==> config.mk <==
export PLATFORM = sky130hd
export DESIGN_NAME = pc_sequencer
export DESIGN_NICKNAME = d
export VERILOG_FILES = /design/src/rtl/pc_sequencer_pkg.sv /design/src/rtl/pc_sequencer_next_pc_mux.sv /design/src/rtl/pc_sequencer.sv
export SDC_FILE = /design/constraint.sdc
export NUM_CORES = 1
export LEC_CHECK = 0
export CORE_UTILIZATION = 39
export DETAILED_ROUTE_END_ITERATION = 16
export PLACE_DENSITY_LB_ADDON = 0.05
export RECOVER_POWER = 25
export SYNTH_ARGS = -nofsm -noshare
export SYNTH_HDL_FRONTEND = slang
export SYNTH_HIERARCHICAL = 1
export SYNTH_SLANG_ARGS = --single-unit
export TNS_END_PERCENT = 5
==> constraint.sdc <==
create_clock -name clk -period 6.1 [get_ports clk]
set_clock_uncertainty 0.15 [all_clocks]
set_input_delay 1.22 -clock clk [delete_from_list [all_inputs] [get_ports clk]]
set_output_delay 1.22 -clock clk [all_outputs]
set_load 0.005 [all_outputs]
==> src/rtl/pc_sequencer_pkg.sv <==
// Shared definitions for the fetch-end program-counter sequencer.
// Holds the default widths and vectors, the FSM state type and the alignment helper.
package pc_sequencer_pkg;

    localparam int          PCSEQ_WORD_SIZE    = 32;
    localparam logic [31:0] PCSEQ_RESET_VECTOR = 32'h0000_0000;
    localparam logic [31:0] PCSEQ_TRAP_VECTOR  = 32'h0000_0100;

    typedef enum logic [1:0] {
        BOOT      = 2'd0,
        RUN       = 2'd1,
        TRAP_WAIT = 2'd2
    } pcseq_state_t;

    // Instruction fetches must be word aligned; only the two low bits matter.
    function automatic logic is_misaligned(input logic [1:0] addr_lsb);
        return addr_lsb != 2'b00;
    endfunction

endpackage

==> src/rtl/pc_sequencer_next_pc_mux.sv <==
// Combinational next-PC select: fixed priority jalr > jal > br > pc+4,
// plus a misalignment flag that is only raised for redirect targets.
module next_pc_mux
    import pc_sequencer_pkg::*;
#(
    parameter int WORD_SIZE = PCSEQ_WORD_SIZE
) (
    input  logic [WORD_SIZE-1:0] pc,
    input  logic                 jalr_taken,
    input  logic [WORD_SIZE-1:0] jalr_target,
    input  logic                 jal_taken,
    input  logic [WORD_SIZE-1:0] jal_target,
    input  logic                 br_taken,
    input  logic [WORD_SIZE-1:0] br_target,
    output logic [WORD_SIZE-1:0] next_pc,
    output logic                 redirect,
    output logic                 misaligned
);

    localparam logic [WORD_SIZE-1:0] PC_STEP = WORD_SIZE'(4);

    always_comb begin
        next_pc  = pc + PC_STEP;
        redirect = 1'b1;
        if (jalr_taken) begin
            next_pc = jalr_target;
        end else if (jal_taken) begin
            next_pc = jal_target;
        end else if (br_taken) begin
            next_pc = br_target;
        end else begin
            redirect = 1'b0;
        end
    end

    // The sequential path stays 4-aligned by construction, so it never traps.
    assign misaligned = redirect && is_misaligned(next_pc[1:0]);

endmodule

==> src/rtl/pc_sequencer.sv <==
// Program-counter register and boot/run/trap FSM at the fetch end of the core.
// Walks pc+4, takes redirects from the jump/branch adders and traps on misaligned targets.
module pc_sequencer
    import pc_sequencer_pkg::*;
#(
    parameter int                   WORD_SIZE    = PCSEQ_WORD_SIZE,
    parameter logic [WORD_SIZE-1:0] RESET_VECTOR = WORD_SIZE'(PCSEQ_RESET_VECTOR),
    parameter logic [WORD_SIZE-1:0] TRAP_VECTOR  = WORD_SIZE'(PCSEQ_TRAP_VECTOR)
) (
    input  logic                 clk,
    input  logic                 reset,
    input  logic                 stall,
    input  logic                 jalr_taken,
    input  logic [WORD_SIZE-1:0] jalr_target,
    input  logic                 jal_taken,
    input  logic [WORD_SIZE-1:0] jal_target,
    input  logic                 br_taken,
    input  logic [WORD_SIZE-1:0] br_target,
    input  logic                 trap_ack,
    output logic [WORD_SIZE-1:0] pc,
    output logic                 pc_valid,
    output logic [WORD_SIZE-1:0] link_addr,
    output logic                 trap,
    output logic [WORD_SIZE-1:0] trap_pc,
    output logic [15:0]          redirect_cnt,
    output pcseq_state_t         dbg_state
);

    localparam logic [1:0] ST_BOOT      = BOOT;
    localparam logic [1:0] ST_RUN       = RUN;
    localparam logic [1:0] ST_TRAP_WAIT = TRAP_WAIT;

    localparam logic [WORD_SIZE-1:0] PC_STEP = WORD_SIZE'(4);
    localparam logic [15:0]          CNT_MAX = 16'hFFFF;

    logic [1:0]           state;
    logic [WORD_SIZE-1:0] next_pc;
    logic                 redirect;
    logic                 misaligned;

    next_pc_mux #(
        .WORD_SIZE (WORD_SIZE)
    ) u_next_pc_mux (
        .pc          (pc),
        .jalr_taken  (jalr_taken),
        .jalr_target (jalr_target),
        .jal_taken   (jal_taken),
        .jal_target  (jal_target),
        .br_taken    (br_taken),
        .br_target   (br_target),
        .next_pc     (next_pc),
        .redirect    (redirect),
        .misaligned  (misaligned)
    );

    // pc_valid qualifies pc: the fetch stage may consume pc only in cycles where
    // pc_valid is 1; there is no back-pressure other than stall, which freezes pc.
    always_ff @(posedge clk or negedge reset) begin
        if (!reset) begin
            state        <= ST_BOOT;
            pc           <= RESET_VECTOR;
            pc_valid     <= 1'b0;
            trap         <= 1'b0;
            trap_pc      <= '0;
            redirect_cnt <= '0;
        end else begin
            case (state)
                ST_BOOT: begin
                    state    <= ST_RUN;
                    pc_valid <= 1'b1;
                end
                ST_RUN: begin
                    if (!stall) begin
                        if (misaligned) begin
                            trap     <= 1'b1;
                            trap_pc  <= next_pc;
                            pc_valid <= 1'b0;
                            state    <= ST_TRAP_WAIT;
                        end else begin
                            pc <= next_pc;
                            if (redirect && redirect_cnt != CNT_MAX) begin
                                redirect_cnt <= redirect_cnt + 16'd1;
                            end
                        end
                    end
                end
                ST_TRAP_WAIT: begin
                    // Stall is ignored here: the trap hand-off waits only for the control unit.
                    if (trap_ack) begin
                        pc       <= TRAP_VECTOR;
                        trap     <= 1'b0;
                        pc_valid <= 1'b1;
                        state    <= ST_RUN;
                    end
                end
                default: begin
                    state    <= ST_BOOT;
                    pc_valid <= 1'b0;
                    trap     <= 1'b0;
                end
            endcase
        end
    end

    assign link_addr = pc + PC_STEP;
    assign dbg_state = pcseq_state_t'(state);

endmodule
[Word level (Yosys, flattened, before mapping)]
Index checks and enable logic that the tools add are counted.
Word-level totals
  bits of input ports: 103
  register bits: 84
  word-level logic and storage cells: 50
  output and inout bits: 116
Operators by class
  $add $sub $neg: 2
  equal/unequal tests: 7
  reductions and logical operators: 10
  bitwise gates (word level): 3
  multiplexer cells: 22
Operators with widths (count)
  $mux W32: 6
  $pmux W32 S2: 1
  $add A32 B3 Y32 const B: 1
  $add A16 B1 Y16 const B: 1
  $ne A16 B16 Y1 const B: 1
  $reduce_and A4 Y1: 3
  $mux W1: 9
  $ne A2 B2 Y1 const B: 4
  $mux W2: 3
  $pmux W1 S3: 2
  $pmux W2 S3: 1
  $reduce_and A3 Y1: 2
  $reduce_bool A2 Y1: 2
  $not A1 Y1: 3
  $eq A2 B1 Y1 const B: 1
  $eq A2 B2 Y1 const B: 1
  $logic_and A1 B1 Y1: 2
  $logic_not A2 Y1: 1

[Logic depth before layout (Yosys ltp)]
Gate-level depths: netlist of the first run.
  depth after elaboration: 9
  gate-level depth with buffers: 11
  mapped depth without buffers: 9

[Modules after synthesis]
The synthesis of the first run kept the hierarchy.
Modules (own cells, without submodules)
  pc_sequencer: area an instance 4006.3 um^2, seq. area each 2077.0 um^2, cells an instance 384, times used 1
  next_pc_mux: area an instance 1516.5 um^2, seq. area each 0.0 um^2, cells an instance 246, times used 1

[Worst setup path before layout of the first run]
No wires, ideal clock.
  kind: input port to flip-flop
  from: in br_taken
  to: reg redirect_cnt[1]
  setup slack: 2726 ps
  setup time: 125 ps
  path buffers: 4
  arrival: 3099 ps
  data required time: 5825 ps
  stages on the path: 10
  path through: buf_2 > or3_1 > clkbuf_1 > clkbuf_1 > o21a_1 > nor2b_1 > and2_1 > buf_2 > o21ai_1 > mux2_2
Between the ends
  elaborated cells between the ends (all ways): 11
  those cells by class: mux (6); bitwise (1); reduce/logical (4)
RTL lines
  start: declaration: line pc_sequencer.sv:17  | input logic br_taken,
  $mux W1: line pc_sequencer_next_pc_mux.sv:29  | end else if (br_taken) begin
  $mux W1: line pc_sequencer_next_pc_mux.sv:27  | end else if (jal_taken) begin
  $mux W1: line pc_sequencer_next_pc_mux.sv:25  | if (jalr_taken) begin
  via redirect: line pc_sequencer.sv:38  | logic redirect;
  $logic_and A1 B1 Y1: line pc_sequencer_next_pc_mux.sv:37  | assign misaligned = redirect && is_misaligned(next_pc[1:0]);
  via misaligned: line pc_sequencer.sv:39  | logic misaligned;
  $not A1 Y1 (no source line)
  $reduce_and A4 Y1 (no source line)
  end signal: assignment: line pc_sequencer.sv:82  | redirect_cnt <= redirect_cnt + 16'd1;
  end: declaration: line pc_sequencer.sv:25  | output logic [15:0] redirect_cnt,
The timed path passes the listed nets, and every way through them passes these cells.
A chain may end at the register's enable or synchronous reset.

[Worst setup path after layout of the first run]
  from: reg pc[4]
  to: out link_addr[27]
Between the ends
  cells in the longest elaborated chain, start to end: 1
RTL lines
  start: declaration: line pc_sequencer.sv:20  | output logic [WORD_SIZE-1:0] pc,
  start signal: assignment: line pc_sequencer.sv:80  | pc <= next_pc;
  $add A32 B3 Y32: line pc_sequencer.sv:105  | assign link_addr = pc + PC_STEP;
  end: declaration: line pc_sequencer.sv:22  | output logic [WORD_SIZE-1:0] link_addr,
Every way passes these cells.

==> results.ini, run 1 <==
[status]
status=complete, but fails checks
violations=capacitance limit, slew limit

[critical_path]
worst_ep_required_time_ps=4730
crit_fanout=13
critPathKind=reg2out
cp-end-kind=output port
crit_slowest_cell=dfrtp_1
arrival_ps=2790
critical_path_buf_inv_count=1
start_kind=flip-flop
crit_path_start=pc[4]
rr_startpoint=pc[11]
worst_path_largest_cell_delay_ps=650
cp_cell_sequence=nand3_1 -> nor3_2 -> nand4_1 -> xnor2_1 -> clkdlybuf4s50_1
critical_path.top_delay_family=simple AND/OR/NAND/NOR gates

[floorplanning]
start_util_pct=39.9
fp-row-count=43
die-area_um2=14600
die_x_um=121
design.core.area_um2=13800
die_y_um=121
num_io_pins=219

[synthesis]
yosys_warnings=6
synth_edf_count=0
netlist_area_um2=5520
post_synth_num_cell_types=55
async_flop_share_pct=100
synth-seq-cells=83
synth.avg_cell_area_um2=8.77
ys.flop_type=dfrtp_1
synth_nets=736
syn-instance-count=630
ys_seq_area_share_pct=37.6

[sta]
rsz0062_at_grt=false
drv_slew=84
fin_setup_tns_ps=0
worstMarginPinSlew_ps=2120
setup-violations-final=0
max_slew_margin_pct=-41.5
finalHoldViolCount=0
hold-worst-slack_ps=338
fmax_mhz=240
min_period_ps=4160
fin_crit_sh_pct=68.2

[power]
finalPower_w=0.00313
vdd_drop_max_mv=0.161
p_leak_nw=3.22
power_density_nw_per_um2=386

[clock_network]
clk_latency_ps=340
cts_setup_buffers=0
ctsRootBufferMaster=clkbuf_16
cts_sinks=83
cts_max_level=3
cts-hold-fix-buffers=0
clockBufferDepth=2
cts_buffers=9
cts_tree=yes
cts_resized=0
clkTransAtPathRegs_ps=60

[final_layout]
area_growth_pct=46.8
instances_no_fill=1012
nNetsFinal=933
n_antenna_cell=0
n_fill_cell=1255
final_area_um2=8110
drive_above_1_share_pct=9.62

[global_routing]
grt_pass1_wl_mm=28.7
grt_use_total_pct=25.2
grt_max_degree=84
grt_pass1_vias=5421
antenna_found_initial=0
gr-total-overflow=0

[placement]
place.port_buffers=218
dp.cells=996
place_area_um2=7780
globalplace.congestion=0.828
place_hpwl_mm=12.6

[detailed_routing]
post-route-drc-count=0
drt_iter0_drc=285
drt_wl_total_mm=17.9
vias_per_cell=5.43
drt-pass1-iter-count=6
wire_per_inst_um=17.7
antenna_left=0
num_vias=5495

[hold_path]
hold_class=reg2reg
min-delay-start=redirect_cnt[5]

[run]
max_cap_viol_count=1

-- metrics by stage --
stage                     worst slack [ps]  utilization, %
after global placement                1670            56.3
after CTS                             1940            58.6
after floorplan                       2730               -
final                                 1940            58.6
after global routing                  1770            58.6
after detailed placement              1610            56.3
-- flip-flops by register name (all words and copies together), names as in the netlist --
register / flops
trap_pc: 32
pc: 32
trap: 1
dbg_state: 2
redirect_cnt: 16
-- final timing paths --
kind                                   end  slack, ps  depth (start not counted)
max                          link_addr[27]       1940                          5
min                        redirect_cnt[5]        340                          1
max reg2reg                    trap_pc[23]       3090                          6
min reg2reg                redirect_cnt[5]        340                          1
max in group asynchronous            pc[9]       3200                          1
min in group asynchronous      trap_pc[24]       1340                          1
-- cells in the mapped netlist, types with 3 or more instances --
cell type | number | area share [%]
inv_1 | 11 | 0.75
nor3_2 | 9 | 1.6
a22oi_1 | 18 | 2.4
o21ai_0 | 49 | 4.4
and2_1 | 3 | 0.34
nor2_1 | 30 | 2.0
o22ai_1 | 6 | 0.68
o211ai_1 | 5 | 0.68
xnor2_1 | 53 | 8.4
nand4_1 | 20 | 2.3
nand3_1 | 24 | 2.2
a21oi_1 | 12 | 1.1
ha_1 | 3 | 0.68
and4_1 | 4 | 0.63
o221ai_1 | 14 | 2.2
buf_4 | 8 | 1.1
clkbuf_1 | 21 | 1.4
nand2_1 | 124 | 8.4
mux2i_1 | 5 | 0.91
a31oi_1 | 5 | 0.57
nor4_1 | 5 | 0.57
xor2_1 | 16 | 2.5
nor3_1 | 8 | 0.72
buf_2 | 7 | 0.63
mux2_2 | 35 | 7.1
o21bai_1 | 4 | 0.54
dfrtp_1 | 83 | 38
and3_1 | 14 | 1.6
-- cells in the final DEF, fill, tap and decap left out, types with 3 or more instances in the layout --
cell / instances
clkbuf_16: 9
o21bai_1: 4
dfrtp_1: 83
mux2i_1: 5
nor3_2: 9
clkdlybuf4s50_1: 216
nand3_1: 24
o21ai_0: 49
and4_1: 4
xor2_1: 16
o211ai_1: 5
a21oi_1: 12
o22ai_1: 6
a22oi_1: 18
o221ai_1: 14
nor4_1: 5
a31oi_1: 5
inv_1: 11
nand2_1: 124
nor3_1: 8
buf_4: 6
nand4_1: 20
mux2_2: 35
ha_1: 3
and3_1: 14
xnor2_1: 53
nor2_1: 30
-- power breakdown --
| group | switching, W | internal, W |
|---|---|---|
| clock network | 0.000227 | 0.000381 |
| registers | 0.000369 | 0.000770 |
| logic | 0.000482 | 0.000903 |
| total | 0.00108 | 0.00205 |
-- logic make-up (layout without fill, tap and decap cells) --
kind of cell / count (synthesis) / count (layout) / share of synthesized area (%)
AOI/OAI and AO/OA: 124 / 124 / 14.5
xor gates and xnor gates: 69 / 69 / 10.9
adders and majority gates: 3 / 3 / 0.680
buffers and inverters: 49 / 251 / 4.17
DFF: 83 / 83 / 37.6
muxes: 40 / 40 / 8.04
and+or+nand+nor: 262 / 262 / 24.1
-- worst register-to-register path: cells and delay by family, from the launching register on --
kind	cells	cell delay, ps
and+or+nand+nor	3	1530
DFF	1	590
muxes	1	310
xor gates and xnor gates	1	170
AOI/OAI and AO/OA	1	150
-- metal layers --
metal	wire, um	track usage, %	share of wire (%)	vias up
met5	0	0	0	-
met4	183	5.94	1.0	0
met3	1190	4.56	6.7	12
met2	8360	41.3	47	209
met1	8150	34.4	46	2648
li1	-	-	-	2626
-- final cells by class --
cell class / count / area, um^2 / area share, %
Clock buffer: 12 / 256 / 3.16
Sequential cell: 83 / 2080 / 25.6
Tap cell: 180 / 225 / 2.78
Inverter: 11 / 41.3 / 0.509
Timing Repair Buffer: 224 / 2220 / 27.3
Clock inverter: 4 / 72.6 / 0.895
Multi-Input combinational cell: 498 / 3220 / 39.7
Note: power is estimated with default switching activity, not from simulation.
==> inputs of run 2 (changes only) <==
- clock period: 6.1 -> 4.35 ns (I/O delays scaled with it)
==> run 2 against run 1 <==
Effect of this change: the flow still finishes with violations (capacitance limit, slew limit); worst hold slack better by 3.3 ps; clock-buffer cell count is 3 lower; highest routed layer unchanged; global-route usage is 0.11 points higher; register-to-register slack worse by 1600 ps; routed wire length is 1.5% higher; largest power group unchanged; setup slack worse by 1300 ps; critical path type unchanged; critical path depth stayed put; cell count is 0.40% higher; sequential power is 38% higher; clock power is 39% higher.
==> results.ini, run 2 (same netlist as run 1, synthesis figures left out) <==
[status]
status=complete, but fails checks
violations=capacitance limit, slew limit

[detailed_routing]
vias_per_cell=5.38
antenna_left=0
wire_per_inst_um=17.9
drt-pass1-iter-count=5
wl_met2_mm=8.56
top_layer_used=met4
post-route-drc-count=0
drt-met1-wl_mm=7.93
drt_iter0_drc=265
drt_wl_total_mm=18.2
num_vias=5462
met3WireLength_mm=1.34

[clock_network]
cts-hold-fix-buffers=0
clkTransAtPathRegs_ps=60
cts_setup_buffers=0
clk_latency_ps=350
ctsRootBufferMaster=clkbuf_16
cts_sinks=83
cts_buffers=9
cts_tree=yes
cts_max_level=3
cts_resized=0
clockBufferDepth=2

[placement]
place.port_buffers=218
globalplace.congestion=0.822
place_hpwl_mm=13.3
dp.cells=1000

[final_layout]
area_growth_pct=47.5
layout_common_cells=clkdlybuf4s50_1 (216), nand2_1 (124), dfrtp_1 (83), xnor2_1 (53), o21ai_0 (49)
n_antenna_cell=0
drive_above_1_share_pct=10.2
instances_no_fill=1016
nNetsFinal=937
final_common_cell=clkdlybuf4s50_1
reg_top3=pc x32, trap_pc x32, redirect_cnt x16

[critical_path]
critical_path.top_delay_family=simple AND/OR/NAND/NOR gates
worst_path_largest_cell_delay_ps=540
start_kind=flip-flop
crit_slowest_cell=dfrtp_1
rr_endpoint=trap_pc[28]
critPathKind=reg2out
crit_fanout=11
critical_path_buf_inv_count=1
worst_ep_required_time_ps=3330
arrival_ps=2660
cp_cell_sequence=ha_1 -> and4_1 -> nand4_1 -> xnor2_1 -> clkdlybuf4s50_1
rr_startpoint=pc[2]
r2r_setup_slack_ps=1500
cp-end-kind=output port
rr_worst_depth=7

[global_routing]
grt_pass1_vias=5306
gr-total-overflow=0
grt_use_total_pct=25.3
grt_pass1_wl_mm=28.3
grt_max_degree=84
antenna_found_initial=0

[sta]
min_period_ps=3680
max_slew_margin_pct=-42.0
fmax_mhz=272
setup-violations-final=0
worstMarginPinSlew_ps=2130
fin_setup_tns_ps=0
finalHoldViolCount=0
fin_crit_sh_pct=84.6
drv_slew=84
rsz0062_at_grt=false

[hold_path]
min-delay-start=redirect_cnt[5]
hold_depth=1
hold_class=reg2reg
holdPathEnd=redirect_cnt[5]

[floorplanning]
design.core.area_um2=13800
start_util_pct=39.9
num_io_pins=219
fp-row-count=43
die-area_um2=14600
die_x_um=121
die_y_um=121

[power]
p_leak_nw=3.23
power_density_nw_per_um2=539
vdd_drop_max_mv=0.238

[run]
max_cap_viol_count=1

[run 2: worst register-to-register path: cells and delay by family, from the launching register on]
| kind | cells | cell delay [ps] |
|---|---|---|
| DFF | 1 | 540 |
| AOI/OAI and AO/OA | 1 | 150 |
| and+or+nand+nor | 3 | 1090 |
| xor gates and xnor gates | 1 | 170 |
| adders and majority gates | 1 | 310 |
| muxes | 1 | 310 |
[run 2: layer usage]
metal	vias up	GRT usage, %
met5	-	0
met4	0	9.26
met3	26	4.98
met2	218	41.1
met1	2574	33.4
li1	2644	-
[run 2: worst max-delay path by stage]
stage                            endpoint  startpoint  cells past startpoint  slack (ps)
after global routing        link_addr[24]       pc[9]                      5         480
after detailed placement       trap_pc[2]   jal_taken                      8         610
final                       link_addr[24]       pc[2]                      5         670
after CTS                   link_addr[24]       pc[9]                      5         640
after floorplan           redirect_cnt[1]    br_taken                     10        1330
after global placement         trap_pc[6]   jal_taken                      7         730
[run 2: final cells by class]
| cell class | count | area [um^2] |
|---|---|---|
| clock buffer | 9 | 225 |
| clock inverter | 7 | 100 |
| fill | 1232 | 5680 |
| inverter | 11 | 41.3 |
| multi-input combinational | 498 | 3220 |
| sequential | 83 | 2080 |
| tap | 180 | 225 |
| timing repair buffer | 228 | 2260 |
[run 2: metrics by stage]
stage	worst slack, ps	area [um^2]	hold slack, ps	util, %	power [W]
4_1_cts	638	8150	347	58.9	0.00443
6_report	668	8150	342	58.9	0.00439
3_5_place_dp	611	7820	333	56.6	0.00357
3_3_place_gp	730	7820	331	56.6	0.00353
2_1_floorplan	1330	5520	332	-	0.00228
5_1_grt	476	8150	363	58.9	0.00468
[run 2: power by group]
| part | leakage (nW) | internal (W) | switching (W) |
|---|---|---|---|
| Clock | 0.149 | 0.000507 | 0.000336 |
| Combinational | 2.03 | 0.00128 | 0.000704 |
| Sequential | 1.04 | 0.00108 | 0.000489 |
| Total | 3.23 | 0.00287 | 0.00153 |
